File: config.mk
export PLATFORM = sky130hd
export DESIGN_NAME = rf_write_arbiter
export DESIGN_NICKNAME = d
export VERILOG_FILES = /design/src/rtl/rf_write_arbiter.sv
export SDC_FILE = /design/constraint.sdc
export NUM_CORES = 1
export LEC_CHECK = 0
export CORE_UTILIZATION = 45
export DETAILED_ROUTE_END_ITERATION = 8
export PLACE_DENSITY = 0.92
export SYNTH_ARGS = -nofsm -noshare
export SYNTH_HDL_FRONTEND = slang
export SYNTH_SLANG_ARGS = --single-unit
File: constraint.sdc
create_clock -name CLK -period 4.5 [get_ports CLK]
set_input_delay 1.125 -clock CLK [delete_from_list [all_inputs] [get_ports CLK]]
set_output_delay 1.125 -clock CLK [all_outputs]
set_load 0.02 [all_outputs]
File: src/rtl/rf_write_arbiter.sv
// Purpose : three-requester write arbiter in front of a 2**D x W register file,
//           with a zero-fill sweep of every entry started by clear_start.
// Latency : one cycle from transfer (valid & ready) to the registered rf_* write.
//           Backpressure: req_ready is combinational; only one requester is accepted
//           per cycle, and none while clear_start is high, during the sweep or in reset.
//
// Ports:
//   CLK, reset_n             - clock; asynchronous active-low reset
//   req_valid/waddr/data     - per-requester request, slice i belongs to requester i
//   req_ready                - one-hot (or zero) accept, combinational
//   clear_start              - single-cycle pulse starting the zero-fill sweep
//   busy                     - high while the sweep runs
//   grant_id                 - last accepted requester; 3 marks a sweep write
//   rf_write_en/waddr/data_in - registered write port to the register file
//
// Build option: define RF_ARB_FIXED_PRIO_EN for fixed priority (0 > 1 > 2) instead
// of round-robin; the rotating priority pointer is then removed.
module rf_write_arbiter #(
    parameter int W = 8,
    parameter int D = 2
) (
    input  logic             CLK,
    input  logic             reset_n,
    input  logic [2:0]       req_valid,
    input  logic [3*D-1:0]   req_waddr,
    input  logic [3*W-1:0]   req_data,
    output logic [2:0]       req_ready,
    input  logic             clear_start,
    output logic             busy,
    output logic [1:0]       grant_id,
    output logic             rf_write_en,
    output logic [D-1:0]     rf_waddr,
    output logic [W-1:0]     rf_data_in
);

    typedef enum logic {
        ARB   = 1'b0,
        CLEAR = 1'b1
    } state_t;

    localparam logic [D-1:0] CNT_LAST = {D{1'b1}};

    state_t      state;
    state_t      state_nxt;
    logic [D-1:0] cnt;

    // Requester indices in descending priority for this cycle.
    logic [1:0]  order [3];
    logic        gnt_hit;
    logic [1:0]  gnt_idx;
    logic        accept;
    logic        xfer;

`ifdef RF_ARB_FIXED_PRIO_EN
    always_comb begin
        order[0] = 2'd0;
        order[1] = 2'd1;
        order[2] = 2'd2;
    end
`else
    logic [1:0]  ptr;

    // Rotate the priority order so that requester ptr is checked first.
    always_comb begin
        order[0] = ptr;
        order[1] = (ptr == 2'd2) ? 2'd0 : ptr + 2'd1;
        order[2] = (ptr == 2'd0) ? 2'd2 : ptr - 2'd1;
    end

    always_ff @(posedge CLK or negedge reset_n) begin
        if (!reset_n) begin
            ptr <= 2'd0;
        end else if (xfer) begin
            ptr <= (gnt_idx == 2'd2) ? 2'd0 : gnt_idx + 2'd1;
        end
    end
`endif

    // First valid requester in priority order.
    always_comb begin
        gnt_hit = 1'b0;
        gnt_idx = 2'd0;
        for (int k = 0; k < 3; k++) begin
            if (!gnt_hit && req_valid[order[k]]) begin
                gnt_hit = 1'b1;
                gnt_idx = order[k];
            end
        end
    end

    // FSM: state register
    always_ff @(posedge CLK or negedge reset_n) begin
        if (!reset_n) begin
            state <= ARB;
        end else begin
            state <= state_nxt;
        end
    end

    // FSM: next state. clear_start inside CLEAR is deliberately ignored.
    always_comb begin
        state_nxt = state;
        case (state)
            ARB:     if (clear_start)      state_nxt = CLEAR;
            CLEAR:   if (cnt == CNT_LAST)  state_nxt = ARB;
            default: state_nxt = ARB;
        endcase
    end

    // FSM: outputs. A clear request wins over any pending write request.
    always_comb begin
        accept    = reset_n && (state == ARB) && !clear_start;
        req_ready = (accept && gnt_hit) ? (3'b001 << gnt_idx) : 3'b000;
        busy      = (state == CLEAR);
    end

    assign xfer = |req_ready;

    // Sweep counter: zeroed on entry, wraps back to 0 on the last sweep write.
    always_ff @(posedge CLK or negedge reset_n) begin
        if (!reset_n) begin
            cnt <= '0;
        end else if (state == ARB && clear_start) begin
            cnt <= '0;
        end else if (state == CLEAR) begin
            cnt <= cnt + 1'b1;
        end
    end

    // Registered write port; address, data and id hold when nothing is written.
    always_ff @(posedge CLK or negedge reset_n) begin
        if (!reset_n) begin
            rf_write_en <= 1'b0;
            rf_waddr    <= '0;
            rf_data_in  <= '0;
            grant_id    <= 2'd0;
        end else begin
            rf_write_en <= xfer || (state == CLEAR);
            if (state == CLEAR) begin
                rf_waddr   <= cnt;
                rf_data_in <= '0;
                grant_id   <= 2'd3;
            end else if (xfer) begin
                rf_waddr   <= req_waddr[int'(gnt_idx)*D +: D];
                rf_data_in <= req_data[int'(gnt_idx)*W +: W];
                grant_id   <= gnt_idx;
            end
        end
    end

endmodule

### Yosys cells after proc, flatten, opt, wreduce, memory -nomap -nowiden

Index checks and enable logic that the tools add are counted.

| cells by class | value |
|---|---|
| $add $sub $neg | 4 |
| order comparisons | 3 |
| equal/unequal tests | 3 |
| shift operators | 3 |
| multiplexer cells | 27 |
| bitwise operators | 1 |
| reductions and logical operators | 14 |

Operators by type and width:

| cell | count |
|---|---|
| 2-bit 2-to-1 mux | 12 |
| 24-bit by 6-bit variable part select with 8-bit output | 1 |
| 8-bit 2-to-1 mux | 2 |
| 2-bit by 3-bit less-than comparator with 1-bit output, second input constant | 3 |
| 1-bit 2-to-1 mux | 8 |
| 2-bit by 1-bit adder with 2-bit output, second input constant | 3 |
| 1-bit binary-select mux with 2-bit select | 3 |
| 2-bit equality test, second input constant | 3 |
| 1-bit logical AND | 6 |
| 6-bit by 4-bit variable part select with 2-bit output | 1 |
| 2-bit nonzero test | 2 |
| 1-bit logical NOT | 3 |
| 3-bit 2-to-1 mux | 1 |
| 3-bit OR reduction | 1 |
| 1-bit by 2-bit left shift with 3-bit output, first input constant | 1 |
| 2-bit logical NOT | 1 |
| 1-bit case mux with 2 select lines | 1 |
| 2-bit by 1-bit subtractor with 2-bit output, second input constant | 1 |
| 1-bit logical OR | 1 |
| 1-bit inverter | 1 |

| word-level totals | value |
|---|---|
| register bits | 18 |

### Longest topological paths before layout

| logic depth | value |
|---|---|
| depth in word-level cells | 14 |
| gate-level depth with buffers | 9 |
| gate-level depth less buffers | 9 |

### Worst setup path before layout

Ideal clock, no wire load.

| path | value |
|---|---|
| path kind | in2out |
| from | input req_valid[1] |
| to | output req_ready[0] |
| arrival time | 2.490 ns |
| required time | 3.375 ns |
| path slack | 0.885 ns |
| stages on the path | 7 |
| path buffers | 1 |
| cells stage by stage | and3b_2 o21ba_2 a32o_1 a22o_1 buf_6 nand2b_2 nor2_1 |

| between the ends | value |
|---|---|
| cells in the longest elaborated chain, start to end | 11 |
| elaborated cells between the ends (all ways) | 19 |
| classes of those cells | shift: 1; mux: 13; reduce/logical: 5 |

RTL lines:

| what | line | source |
|---|---|---|
| from (decl) | 24 | `input logic [2:0] req_valid,` |
| 1-bit binary-select mux with 2-bit select | 84 | `if (!gnt_hit && req_valid[order[k]]) begin` |
| 1-bit 2-to-1 mux (not written as such) | 84 |  |
| 1-bit 2-to-1 mux | 84 |  |
| 1-bit logical NOT | 84 |  |
| 1-bit logical AND | 84 |  |
| 1-bit 2-to-1 mux | 84 |  |
| 1-bit logical NOT | 84 |  |
| 1-bit logical AND | 84 |  |
| 2-bit 2-to-1 mux or 1-bit 2-to-1 mux (tied branches) | 84 |  |
| 1-bit by 2-bit left shift with 3-bit output or 1-bit logical AND (tied branches) | 113 | `req_ready = (accept && gnt_hit) ? (3'b001 << gnt_idx) : 3'b000;` |
| 3-bit 2-to-1 mux (*) | 113 |  |
| to (decl) | 27 | `output logic [2:0] req_ready,` |

Every way passes the cells marked *; elsewhere a longest branch is shown, timed or not. The select of a mux whose other input is x is not followed.

### Worst setup path in the final report

| path | value |
|---|---|
| from | input req_valid[1] |
| to | output req_ready[1] |

Same word-level chain as after synthesis.

==> out/qor_table.md <==
| Item | This run | Unit |
|---|---|---|
| Run status | finished, final reports clean | - |
| TritonCTS clock tree | built | - |
| CORE AREA | 2520 | µm² |
| Final core area utilization | 73.9 | % |
| Critical path's slowest cell | sky130_fd_sc_hd__clkdlybuf4s50_1 | - |
| Site row count | 18 | - |
| Worst EP required | 3.38 | ns |
| Final count of hold timing violations | 0 | - |
| Dominant combinational cell family by area after synthesis | compound AO/OA/AOI/OAI gates | - |
| Final Cycle Share | 95.9 | % |
| Setup slack on the worst flop-to-flop path | 1.84 | ns |
| Number of max-cap violations | 0 | - |
| Number of global-route vias before repair | 1238 | - |
| Residual DRC | 0 | - |
| Number of distinct library cells after synthesis | 39 | - |
| Max FO, Critical Path | 4 | - |
| Synth Warn # | 0 | - |
| Path type of the worst setup path | in -> out | - |
| Die outline height | 53.9 | µm |
| Top-level port count | 53 | - |
| Synthesis-stage register bit count | 18 | - |
| Hold Path Stages | 2 | - |
| Endpoint of the worst hold-timing path | rf_data_in[5] | - |
| Worst-path cell chain | clkdlybuf4s50_1 -> mux2_2 -> a21oi_1 -> a32o_1 -> a22o_1 -> nand2b_2 -> nor2_1 -> dlygate4sd2_1 | - |
| Adder-cell share of the synthesized area | 6.19 | % |
| Clock slew at reported path FFs | 0.11 | ns |
| Number of buffers created by CTS | 3 | - |
| Multiplexer share of the synthesized area | 18.4 | % |
| Worst Reg2Reg Path Length in Cells | 10 | - |
| Worst-margin pin slew | 0.404 | ns |
| HPWL after DPL | 2720 | µm |
| Normalized max-slew margin | 72.4 | % |
| Die area | 2910 | µm² |
| Data arrival, critical path | 3.19 | ns |
| Total global routing track utilization | 26.5 | % |
| Power per cell area | 594 | nW/µm² |
| Starting density of the core | 48.1 | % |
| Wire length of the first global-routing pass | 5460 | µm |
| Number of DRC violations after detailed-routing iteration 0 | 5 | - |
| Number of resized instances in the post-cts repair step | 3 | - |
| Overflow left after global routing | 0 | - |
| Vias | 1169 | - |
| Detailed-route wire length | 3330 | µm |
| Largest stage delay, worst path | 0.47 | ns |
| Worst reg2reg startpoint | ptr[0] | - |
| Insertion delay of the later-clocked pin in the worst-skew pair | 0.29 | ns |
| Worst-case clock skew | 0.00606 | ns |
| Compound-cell area share of the yosys netlist | 20.0 | % |
| Synthesized net count | 161 | - |
| Number of buffers added to fix hold violations after cts | 0 | - |
| Critical path launch point type | primary input | - |
| Part of the Yosys area used for sequential elements | 37.2 | % |
| Synth Instances | 119 | - |
| Leakage | 0.833 | nW |
| Diodes inserted | 0 | - |
| Routed Antenna Nets | 0 | - |
| Per-cell via count in the routed design | 5.49 | - |
| CTS Sinks | 18 | - |
| Post-layout nets | 226 | - |
| Iteration count of the initial detailed-routing pass | 4 | - |
| Crit path time final | 4.31 | ns |
| Simple-Gate Fraction of Synth Area | 13.9 | % |
| Synthesized area per cell | 10.2 | µm² |
| Setup violations, final | 0 | - |
| Antenna violations before repair | 0 | - |
| Reg-to-reg critical path endpoint | rf_data_in[2] | - |
| Number of setup buffers added after CTS | 0 | - |
| Die span in x | 53.9 | µm |
| Worst voltage drop across the vdd grid | 0.389 | mV |
| Number of cells after detailed placement | 209 | - |
| Root buffer cell | sky130_fd_sc_hd__clkbuf_4 | - |
| CTS HTree Levels | 1 | - |
| Highest clock rate | 232 | MHz |
| Post-synth design cell area | 1210 | µm² |
| RSZ-0062 raised after global routing | no | - |
| Maximum number of pins on one net before global-route repair | 19 | - |
| Fraction of layout cells with a size suffix above 1 | 19.7 | % |
| Global placer's final weighted congestion | 0.975 | - |
| Final slew viol count | 0 | - |
| Hold wc startpoint | rf_data_in[5] | - |
| Post-synthesis share of cell area spent on xor and xnor gates | 0 | % |
| Input/output buffers | 52 | - |
| Worst hold-check path type | reg -> reg | - |
| Max clock buf depth | 2 | - |
| Crit path capture type | primary output | - |
| Area overhead of the layout relative to synthesis | 53.7 | % |
| Non-filler instance count after layout | 213 | - |
| Mean routed wirelength per cell | 15.6 | µm |
cell families (layout without fill, tap and decap cells):
family / count (synthesis) / after routing
compound gates: 33 / 33
simple gates: 31 / 31
mux: 21 / 21
flops: 18 / 18
buf+inv: 10 / 74
fa+ha+maj: 6 / 6
cells in the mapped netlist:
cell type	instances	area share, %
sky130_fd_sc_hd__o211ai_1	1	0.62
sky130_fd_sc_hd__nor4bb_1	1	0.83
sky130_fd_sc_hd__a211oi_1	1	0.62
sky130_fd_sc_hd__mux2_2	10	9.3
sky130_fd_sc_hd__or3b_1	1	0.72
sky130_fd_sc_hd__a32o_1	1	0.83
sky130_fd_sc_hd__a31oi_1	1	0.52
sky130_fd_sc_hd__a311o_1	1	0.83
sky130_fd_sc_hd__nor2_1	4	1.2
sky130_fd_sc_hd__a22oi_1	1	0.62
sky130_fd_sc_hd__ha_1	6	6.2
sky130_fd_sc_hd__o2bb2ai_2	1	1.2
sky130_fd_sc_hd__a21oi_1	3	1.2
sky130_fd_sc_hd__nand2b_1	3	1.5
sky130_fd_sc_hd__a2111oi_0	1	0.72
sky130_fd_sc_hd__a311oi_1	1	0.72
sky130_fd_sc_hd__o21ai_1	3	1.2
sky130_fd_sc_hd__and3b_2	1	0.83
sky130_fd_sc_hd__nor3b_1	2	1.2
sky130_fd_sc_hd__o221a_2	1	0.93
sky130_fd_sc_hd__a41o_1	1	0.83
sky130_fd_sc_hd__nor2b_1	1	0.52
sky130_fd_sc_hd__nand2b_2	1	0.72
sky130_fd_sc_hd__a22oi_2	1	1.0
sky130_fd_sc_hd__and2_4	1	0.72
sky130_fd_sc_hd__a22o_1	2	1.4
sky130_fd_sc_hd__o22ai_1	2	1.0
sky130_fd_sc_hd__clkbuf_1	2	0.62
sky130_fd_sc_hd__nor2_2	1	0.52
sky130_fd_sc_hd__a211oi_2	1	1.0
sky130_fd_sc_hd__or2_2	1	0.52
sky130_fd_sc_hd__nand2_1	12	3.7
sky130_fd_sc_hd__o21ai_0	9	3.7
sky130_fd_sc_hd__inv_1	6	1.9
sky130_fd_sc_hd__buf_6	2	1.9
sky130_fd_sc_hd__mux2i_1	11	9.1
sky130_fd_sc_hd__o21ba_2	1	0.83
sky130_fd_sc_hd__dfrtp_1	18	37
sky130_fd_sc_hd__nand3_1	2	0.83
worst max-delay path: cells and delay by family:
family                 cells  cell delay [ns]
AOI/OAI and AO/OA          3             0.71
buffers and inverters      2             0.83
muxes                      1             0.32
and+or+nand+nor            2             0.22
placed cells by master, fill, tap and decap left out, types with 2 or more instances in the layout:
cell type,instances
sky130_fd_sc_hd__o21ai_0,9
sky130_fd_sc_hd__dfrtp_1,18
sky130_fd_sc_hd__a21oi_1,3
sky130_fd_sc_hd__nor2_1,4
sky130_fd_sc_hd__o21ai_1,3
sky130_fd_sc_hd__nor3b_1,2
sky130_fd_sc_hd__o22ai_1,2
sky130_fd_sc_hd__mux2_2,10
sky130_fd_sc_hd__mux2i_1,11
sky130_fd_sc_hd__nand2b_1,3
sky130_fd_sc_hd__clkdlybuf4s50_1,49
sky130_fd_sc_hd__nand2_1,12
sky130_fd_sc_hd__nand3_1,2
sky130_fd_sc_hd__a22o_1,2
sky130_fd_sc_hd__buf_4,12
sky130_fd_sc_hd__inv_1,6
sky130_fd_sc_hd__dlygate4sd2_1,3
sky130_fd_sc_hd__ha_1,6
sky130_fd_sc_hd__clkbuf_4,3
where the power goes:
part | total (W) | switching [W] | internal (W)
registers | 0.000271 | 0.0000528 | 0.000218
clock network | 0.0000995 | 0.0000503 | 0.0000492
logic | 0.000737 | 0.000369 | 0.000369
total | 0.00111 | 0.000472 | 0.000636
layer usage:
metal	wire length, µm	vias up	GRT usage (%)
li1	-	563	-
met1	1410	550	31.1
met2	1650	50	46.1
met3	226	6	6.50
met4	41	0	9.65
met5	0	-	0
stage by stage:
step / hold slack [ns] / worst slack (ns) / total power, W / area (µm²) / TNS, ns
4_1_cts: 0.499 / 0.208 / 0.00111 / 1860 / 0
3_3_place_gp: 0.462 / 0.0177 / 0.000981 / 1830 / 0
5_1_grt: 0.538 / 0.0669 / 0.00119 / 1860 / 0
6_report: 0.500 / 0.186 / 0.00111 / 1860 / 0
2_1_floorplan: 0.475 / 0.885 / 0.000757 / 1210 / 0
3_5_place_dp: 0.475 / -0.0590 / 0.00101 / 1830 / -0.106
registers in the layout (all words and copies together) (netlist names):
| signal | flops |
|---|---|
| rf_data_in | 8 |
| cnt | 2 |
| grant_id | 2 |
| ptr | 2 |
| rf_waddr | 2 |
| busy | 1 |
| rf_write_en | 1 |
area by class of cell:
type | instances | area (µm²)
tap | 30 | 37.5
inverter | 6 | 22.5
sequential | 18 | 450
clock buffer | 4 | 36.3
timing repair buffer | 64 | 607
multi-input combinational | 91 | 709
fill | 200 | 659
worst max path at each step:
stage	from	end	cells past startpoint
finish	req_valid[1]	req_ready[1]	8
detailed placement	req_valid[1]	req_ready[2]	7
global placement	req_valid[1]	req_ready[2]	7
global route	req_valid[0]	req_ready[1]	8
CTS	req_valid[1]	req_ready[2]	7
floorplan	req_valid[1]	req_ready[0]	7
Note: power is estimated with default switching activity, not from simulation.
